--- config.mk ---
export PLATFORM = sky130hd
export DESIGN_NAME = mem_port_arbiter
export DESIGN_NICKNAME = d
export VERILOG_FILES = /design/src/rtl/mem_arb_pkg.sv /design/src/rtl/mem_arb_watchdog.sv /design/src/rtl/mem_port_arbiter.sv
export SDC_FILE = /design/constraint.sdc
export NUM_CORES = 1
export LEC_CHECK = 0
export BUFFER_PORTS_ARGS = -buffer_cell sky130_fd_sc_hd__buf_2
export CORE_MARGIN = 3
export CORE_UTILIZATION = 39
export CTS_CLUSTER_DIAMETER = 120
export DETAILED_ROUTE_END_ITERATION = 8
export PLACE_DENSITY_LB_ADDON = 0.15
export SLEW_MARGIN = 40
export SYNTH_ARGS = -nofsm -noshare
export SYNTH_HDL_FRONTEND = slang
export SYNTH_SLANG_ARGS = --single-unit
--- constraint.sdc ---
create_clock -name clk_i -period 2.32 [get_ports clk_i]
set_clock_uncertainty 0.15 [all_clocks]
set_input_delay 0.464 -clock clk_i [delete_from_list [all_inputs] [get_ports clk_i]]
set_output_delay 0.464 -clock clk_i [all_outputs]
set_load 0.01 [all_outputs]
--- src/rtl/mem_arb_pkg.sv ---
// Shared types and constants for the fetch/data memory port arbiter.
package mem_arb_pkg;

  typedef enum logic [1:0] {
    IDLE    = 2'd0,
    BUSY_IF = 2'd1,
    BUSY_DM = 2'd2
  } arb_state_t;

  localparam logic [2:0]  WIDTH_WORD         = 3'b010;
  localparam int unsigned TIMEOUT_CYCLES_DEF = 64;

endpackage

--- src/rtl/mem_arb_watchdog.sv ---
// Busy-cycle counter for the arbiter; pulses timeout_o when memory never answers.
// Only present when MEM_ARB_TIMEOUT_EN is defined.
`ifdef MEM_ARB_TIMEOUT_EN
module mem_arb_watchdog #(
  parameter int unsigned TIMEOUT_CYCLES = 64
) (
  input  logic clk_i,
  input  logic reset_n_i,
  input  logic busy_i,
  input  logic ready_i,
  output logic timeout_o
);

  localparam int unsigned CNT_W = $clog2(TIMEOUT_CYCLES + 1);

  logic [CNT_W-1:0] cnt_q;

  // Counter is cleared in every non-busy cycle, so each BUSY entry starts at 0.
  always_ff @(posedge clk_i or negedge reset_n_i) begin
    if (!reset_n_i)  cnt_q <= '0;
    else if (busy_i) cnt_q <= cnt_q + CNT_W'(1);
    else             cnt_q <= '0;
  end

  assign timeout_o = busy_i & ~ready_i & (cnt_q == CNT_W'(TIMEOUT_CYCLES - 1));

endmodule
`endif

--- src/rtl/mem_port_arbiter.sv ---
// Arbitrates one single-port memory between fetch and data stages, data first.
// Optional watchdog/err_o built only when MEM_ARB_TIMEOUT_EN is defined.
module mem_port_arbiter
  import mem_arb_pkg::*;
#(
  parameter int unsigned ADDR_W         = 32,
  parameter int unsigned DATA_W         = 32,
  parameter int unsigned TIMEOUT_CYCLES = TIMEOUT_CYCLES_DEF
) (
  input  logic              clk_i,
  input  logic              reset_n_i,
  input  logic              if_req_i,
  input  logic [ADDR_W-1:0] if_addr_i,
  input  logic              if_flush_i,
  input  logic              dm_req_i,
  input  logic              dm_we_i,
  input  logic [ADDR_W-1:0] dm_addr_i,
  input  logic [DATA_W-1:0] dm_wdata_i,
  input  logic [2:0]        dm_width_i,
  output logic              mem_req_o,
  output logic              mem_we_o,
  output logic [ADDR_W-1:0] mem_addr_o,
  output logic [DATA_W-1:0] mem_wdata_o,
  output logic [2:0]        mem_width_o,
  input  logic              mem_ready_i,
  input  logic [DATA_W-1:0] mem_rdata_i,
  output logic [DATA_W-1:0] if_rdata_o,
  output logic              if_valid_o,
  output logic [DATA_W-1:0] dm_rdata_o,
  output logic              dm_valid_o,
  output logic              stall_if_o,
  output logic              stall_dm_o,
  output logic              err_o
);

  arb_state_t state_q, state_d;
  logic       eff_if, eff_dm;
  logic       grant_if, grant_dm, done;
  logic       timeout;
  logic       flush_pend_q;

  always_comb begin
    eff_dm = dm_req_i & ~dm_valid_o;
    eff_if = if_req_i & ~if_valid_o & ~if_flush_i;
    // Gated by reset so stalls drop as soon as reset asserts.
    stall_dm_o = reset_n_i & eff_dm;
    stall_if_o = reset_n_i & eff_if;
  end

  always_ff @(posedge clk_i or negedge reset_n_i) begin
    if (!reset_n_i) state_q <= IDLE;
    else            state_q <= state_d;
  end

  always_comb begin
    state_d  = state_q;
    grant_if = 1'b0;
    grant_dm = 1'b0;
    done     = 1'b0;
    unique case (state_q)
      IDLE: begin
        if (eff_dm) begin
          grant_dm = 1'b1;
          state_d  = BUSY_DM;
        end else if (eff_if) begin
          grant_if = 1'b1;
          state_d  = BUSY_IF;
        end
      end
      BUSY_IF, BUSY_DM: begin
        if (mem_ready_i || timeout) begin
          done    = 1'b1;
          state_d = IDLE;
        end
      end
      default: state_d = IDLE;
    endcase
  end

  always_ff @(posedge clk_i or negedge reset_n_i) begin
    if (!reset_n_i) begin
      mem_req_o    <= 1'b0;
      mem_we_o     <= 1'b0;
      mem_addr_o   <= '0;
      mem_wdata_o  <= '0;
      mem_width_o  <= '0;
      if_rdata_o   <= '0;
      if_valid_o   <= 1'b0;
      dm_rdata_o   <= '0;
      dm_valid_o   <= 1'b0;
      flush_pend_q <= 1'b0;
    end else begin
      if_valid_o <= 1'b0;
      dm_valid_o <= 1'b0;

      if (grant_dm) begin
        mem_req_o   <= 1'b1;
        mem_we_o    <= dm_we_i;
        mem_addr_o  <= dm_addr_i;
        mem_wdata_o <= dm_wdata_i;
        mem_width_o <= dm_width_i;
      end else if (grant_if) begin
        mem_req_o   <= 1'b1;
        mem_we_o    <= 1'b0;
        mem_addr_o  <= if_addr_i;
        mem_wdata_o <= '0;
        mem_width_o <= WIDTH_WORD;
      end

      if (done) begin
        mem_req_o <= 1'b0;
        if (state_q == BUSY_DM) begin
          dm_valid_o <= 1'b1;
          if (timeout)        dm_rdata_o <= '0;
          else if (!mem_we_o) dm_rdata_o <= mem_rdata_i;
        end else if (!flush_pend_q && !if_flush_i) begin
          if_valid_o <= 1'b1;
          if_rdata_o <= timeout ? '0 : mem_rdata_i;
        end
      end

      // A redirect seen at any point of a fetch discards that fetch's result.
      flush_pend_q <= (state_q == BUSY_IF) & ~done & (flush_pend_q | if_flush_i);
    end
  end

`ifdef MEM_ARB_TIMEOUT_EN
  logic err_q;

  mem_arb_watchdog #(
    .TIMEOUT_CYCLES(TIMEOUT_CYCLES)
  ) u_watchdog (
    .clk_i     (clk_i),
    .reset_n_i (reset_n_i),
    .busy_i    (state_q != IDLE),
    .ready_i   (mem_ready_i),
    .timeout_o (timeout)
  );

  always_ff @(posedge clk_i or negedge reset_n_i) begin
    if (!reset_n_i)   err_q <= 1'b0;
    else if (timeout) err_q <= 1'b1;
  end

  assign err_o = err_q;
`else
  assign timeout = 1'b0;
  assign err_o   = 1'b0;
`endif

endmodule

==> impl_metrics.json, run 1 <==
{
  "status": "finished clean",
  "die-area_mm2": 0.0158,
  "clkLatencyLatePin_ps": 410,
  "wl_per_cell_um": 16.9,
  "dr_total_vias": 4365,
  "final.setup.worst_slack_ps": 207,
  "worstMarginPinSlew_ps": 617,
  "drt_wl_total_um": 15100,
  "area_delta_synth_final_pct": 39.1,
  "synth-simple-area-share_pct": 1.81,
  "gp_congestion": 0.863,
  "grt_max_degree": 68,
  "grt_pass1_vias": 4501,
  "row_count": 43,
  "cp.required_ps": 1710,
  "synth_cell_types": 27,
  "ys_ff_latch": 138,
  "rsz0062_at_grt": "no",
  "critPathLaunch": "if_valid_o",
  "die_height_um": 126,
  "grt_pass1_wl_um": 23700,
  "path_max_fanout": 6,
  "cts_made_buffers": 17,
  "setup_violations": 0,
  "ys_warn_count": 0,
  "final.setup.tns_ps": 0,
  "synth-seq-area-share_pct": 61.6,
  "syn_area_mm2": 0.00561,
  "ir_worst_vdd_uv": 542,
  "mostFrequentLayoutCell": "buf_2",
  "synth-xor-area-share_pct": 0,
  "drc": 0,
  "fillers": 1205,
  "synthMuxAreaShare_pct": 13.5,
  "core-area_mm2": 0.0140,
  "yosysTopAreaCell": "dfrtp_1",
  "synth_top_cell_area_share_pct": 61.6,
  "antenna_found_initial": 1,
  "syn-mean-instance-area_um2": 13.3,
  "synth_top_family_by_area": "multiplexers",
  "cts_root_buffer": "clkbuf_16",
  "port_buffers": 274,
  "start_util_pct": 40.1,
  "leakage_nw": 4.28,
  "hold_violations": 0,
  "p_per_area_mw_per_mm2": 1440,
  "place_ws_ps": 289,
  "r2r_start": "state_q[1]",
  "cts_tree": "built",
  "critPathCaptureType": "primary output",
  "drv_slew": 0,
  "synthAdderAreaFrac_pct": 0.670,
  "fmax_mhz": 473,
  "antenna_left": 0,
  "placed_cell_area_mm2": 0.00716,
  "critPathArrivalTime_ps": 1500,
  "synth_compound_area_share_pct": 12.3,
  "clock_path_buffers": 2,
  "viasPerCell": 4.90,
  "layout_common_cells": "buf_2 (273), dfrtp_1 (138), inv_1 (99), mux2_2 (53), a22o_1 (36)",
  "hold_ws_ps": 114,
  "overflow": 0,
  "drive_gt1_share_pct": 53.6,
  "hold_depth": 2,
  "fin_crit_ps": 2110,
  "period_share_pct": 91.1,
  "r2r_cells": 6,
  "slew_headroom_pct": 58.8,
  "min-delay-start": "mem_ready_i",
  "grt_util_all_layers_pct": 18.8,
  "fin_nets": 839,
  "postCtsSetupBuffers": 0,
  "start_kind": "flop",
  "design_area_mm2": 0.00780,
  "diodes": 0,
  "fin_util_pct": 55.8,
  "dp_hpwl_um": 10700,
  "syn_inst": 421,
  "drt-initial-drc-count": 247,
  "crit_type": "reg2out",
  "clk_pin_slew_ps": 60,
  "htreeDepth": 4,
  "synth_nets": 562,
  "dieWidth_um": 126,
  "hold_class": "in2reg",
  "first_pass_iters": 6,
  "cts_sinks": 138,
  "yosys-top-cells-area": "dfrtp_1 (62%), mux2_2 (11%), inv_1 (6.6%)",
  "num_io_pins": 276,
  "cap_violations": 0
}
## Yosys cell counts
cell type  instances
conb_1             1
nand2b_1           3
a22o_1            36
nand2_1            2
mux2_1             1
nor3b_4            1
o32a_1             1
clkbuf_1           4
a222oi_1          32
nor2b_1            1
o21a_1             2
dfrtp_1          138
buf_6              9
clkbuf_2           1
and3_1             2
buf_4              3
buf_2              9
inv_1             99
nor2_1             1
o21ai_1            1
mux2_2            53
o21ai_0            2
and2_1             2
ha_1               3
a21oi_1            3
mux2_4            10
nor4_4             1
## state kept, by name, indices dropped and copies added, names as in the netlist
| register | cells |
|---|---|
| mem_addr_o | 32 |
| mem_req_o | 1 |
| state_q | 2 |
| dm_valid_o | 1 |
| if_rdata_o | 32 |
| if_valid_o | 1 |
| dm_rdata_o | 32 |
| mem_we_o | 1 |
| flush_pend_q | 1 |
| mem_wdata_o | 32 |
| mem_width_o | 3 |
## area by class of cell
class | instances | area [um2] | share of cell area [%]
clock buffer | 20 | 457 | 5.86
clock inverter | 12 | 148 | 1.89
inverter | 99 | 372 | 4.76
multi-input combinational | 158 | 1610 | 20.6
sequential | 138 | 3450 | 44.3
tap | 180 | 225 | 2.89
timing repair buffer | 284 | 1530 | 19.7
## worst paths after layout
check | endpoint | slack, ps
setup / recovery | stall_if_o | 210
hold / removal | flush_pend_q | 110
setup reg to reg | if_rdata_o[1] | 290
hold reg to reg | dm_rdata_o[6] | 340
max in group asynchronous | mem_addr_o[27] | 920
min in group asynchronous | state_q[1] | 480
## critical path: stages, from the launching register on
cell     delay (ps)
dfrtp_1         410
nor3b_4         370
and2_1          180
buf_2           140
## metrics by stage
step / power, W / instances
final: 0.0113 / 891
after global routing: 0.0120 / 891
after CTS: 0.0114 / 891
after detailed placement: 0.00860 / 857
after global placement: 0.00847 / 857
after floorplan: 0.00673 / 421
## logic make-up (layout without fill, tap and decap cells)
group                      after synthesis  in the layout
DFF                                    138            138
adders and majority gates                3              3
other                                    1              1
muxes                                   64             64
and+or+nand+nor                         13             13
AOI/OAI and AO/OA                       77             77
buffers and inverters                  125            415
## where the power goes
| part | switching (W) | internal [W] | total [W] |
|---|---|---|---|
| sequential | 0.000578 | 0.00357 | 0.00415 |
| combinational | 0.00222 | 0.00215 | 0.00437 |
| clock | 0.00100 | 0.00174 | 0.00274 |
## what timing repair did
action	CTS	global route
hold endpoints to repair	28	0
resized for setup	0	0
hold buffers	2	0
endpoints found under the setup margin	0	0
## per-layer routing
layer	global-route usage (%)	vias up	part of all wire (%)
met4	6.25	2	1.7
met3	6.28	20	7.6
met1	22.8	2168	40
met2	31.8	168	51
met5	0	-	0.086
li1	-	2007	-
No activity file was read; power rests on OpenSTA's default activity.
==> run 2, diff against run 1 <==
- MAX_ROUTING_LAYER: default -> met4
==> impl_metrics.json, run 2 (synthesized netlist as in run 1, its figures left out) <==
{
  "worstMarginPinSlew_ps": 612,
  "first_pass_iters": 8,
  "grt_pass1_vias": 4512,
  "drt_wl_total_um": 15100,
  "critPathArrivalTime_ps": 1500,
  "cts_hold_buf": 2,
  "period_share_pct": 91.0,
  "clkLatencyLatePin_ps": 410,
  "drc": 0,
  "die_height_um": 126,
  "cts_made_buffers": 17,
  "viasPerCell": 4.89,
  "clock_path_buffers": 2,
  "start_util_pct": 40.1,
  "cts_sinks": 138,
  "p_per_area_mw_per_mm2": 1440,
  "grt_pass1_wl_um": 23700,
  "layout_common_cells": "buf_2 (273), dfrtp_1 (138), inv_1 (99), mux2_2 (53), a22o_1 (36)",
  "core-area_mm2": 0.0140,
  "p_total_w": 0.0113,
  "area_delta_synth_final_pct": 39.2,
  "wl_per_cell_um": 16.9,
  "hold_depth": 2,
  "start_kind": "flop",
  "leakage_nw": 4.28,
  "critPathCaptureType": "primary output",
  "drive_gt1_share_pct": 53.6,
  "crit_type": "reg2out",
  "path_depth": 3,
  "htreeDepth": 4,
  "postCtsSetupBuffers": 0,
  "fin_util_pct": 55.8,
  "clk_pin_slew_ps": 60,
  "dieWidth_um": 126,
  "fin_nets": 839,
  "mostFrequentLayoutCell": "buf_2",
  "dp_hpwl_um": 10700,
  "cp_slowest_cell": "dfrtp_1",
  "cts_tree": "built",
  "num_io_pins": 276,
  "rsz0062_at_grt": "no",
  "hold_violations": 0,
  "hold_class": "in2reg",
  "path_max_fanout": 6,
  "row_count": 43,
  "dr_total_vias": 4361,
  "setup_violations": 0,
  "grt_util_all_layers_pct": 19.4,
  "cp.required_ps": 1710,
  "fmax_mhz": 473,
  "cts_root_buffer": "clkbuf_16",
  "grt_max_degree": 68,
  "port_buffers": 274,
  "slew_headroom_pct": 59.2,
  "ir_worst_vdd_uv": 542,
  "cts_resized": 0,
  "final.setup.tns_ps": 0,
  "antenna_found_initial": 1,
  "drt-initial-drc-count": 260,
  "slowest_delay_ps": 410,
  "fin_crit_ps": 2110,
  "critical_path_buf_inv_count": 1,
  "drv_slew": 0,
  "cap_violations": 0,
  "r2r_cells": 6,
  "antenna_left": 0,
  "die-area_mm2": 0.0158,
  "status": "finished clean",
  "overflow": 0,
  "gp_congestion": 0.877,
  "cp_cell_sequence": "nor3b_4 > and2_1 > buf_2",
  "critical_path.top_delay_family": "simple AND/OR/NAND/NOR gates"
}
[run 2: worst paths after layout]
| check | startpoint | end | slack, ps |
|---|---|---|---|
| max | if_valid_o | stall_if_o | 210 |
| min | mem_ready_i | flush_pend_q | 110 |
| max reg2reg | state_q[1] | if_rdata_o[1] | 280 |
| min reg2reg | mem_wdata_o[28] | mem_wdata_o[28] | 340 |
| max in group asynchronous | reset_n_i | mem_addr_o[27] | 930 |
| min in group asynchronous | reset_n_i | state_q[1] | 480 |
[run 2: final cells by class]
cell class              instances  area [um2]
fillers                      1204        6190
flip-flops and latches        138        3450
multi-input cells             158        1610
repair buffers                284        1530
clock buffers                  20         457
inverters                      99         372
well taps                     180         225
clock inverters                12         148
diodes                          1        2.50
[run 2: per-layer routing]
layer	routed length [um]	up-vias	GRT usage, %
met5	0	-	-
met4	248	0	6.25
met3	1090	19	5.30
met2	7700	173	31.8
met1	6050	2160	23.4
li1	-	2009	-
[run 2: through the flow]
stage                     instance area (um2)  setup slack, ps  instances  hold slack, ps
after global placement                   7160              383        857             208
after floorplan                          5610              395        421            18.4
after global routing                     7800              125        892             103
after CTS                                7790              165        891            91.2
after detailed placement                 7160              289        857             213
final                                    7800              208        892             113
[run 2: where the power goes]
group / total [W] / internal, W / switching (W)
logic: 0.00437 / 0.00215 / 0.00221
clock network: 0.00274 / 0.00174 / 0.00100
registers: 0.00415 / 0.00357 / 0.000579
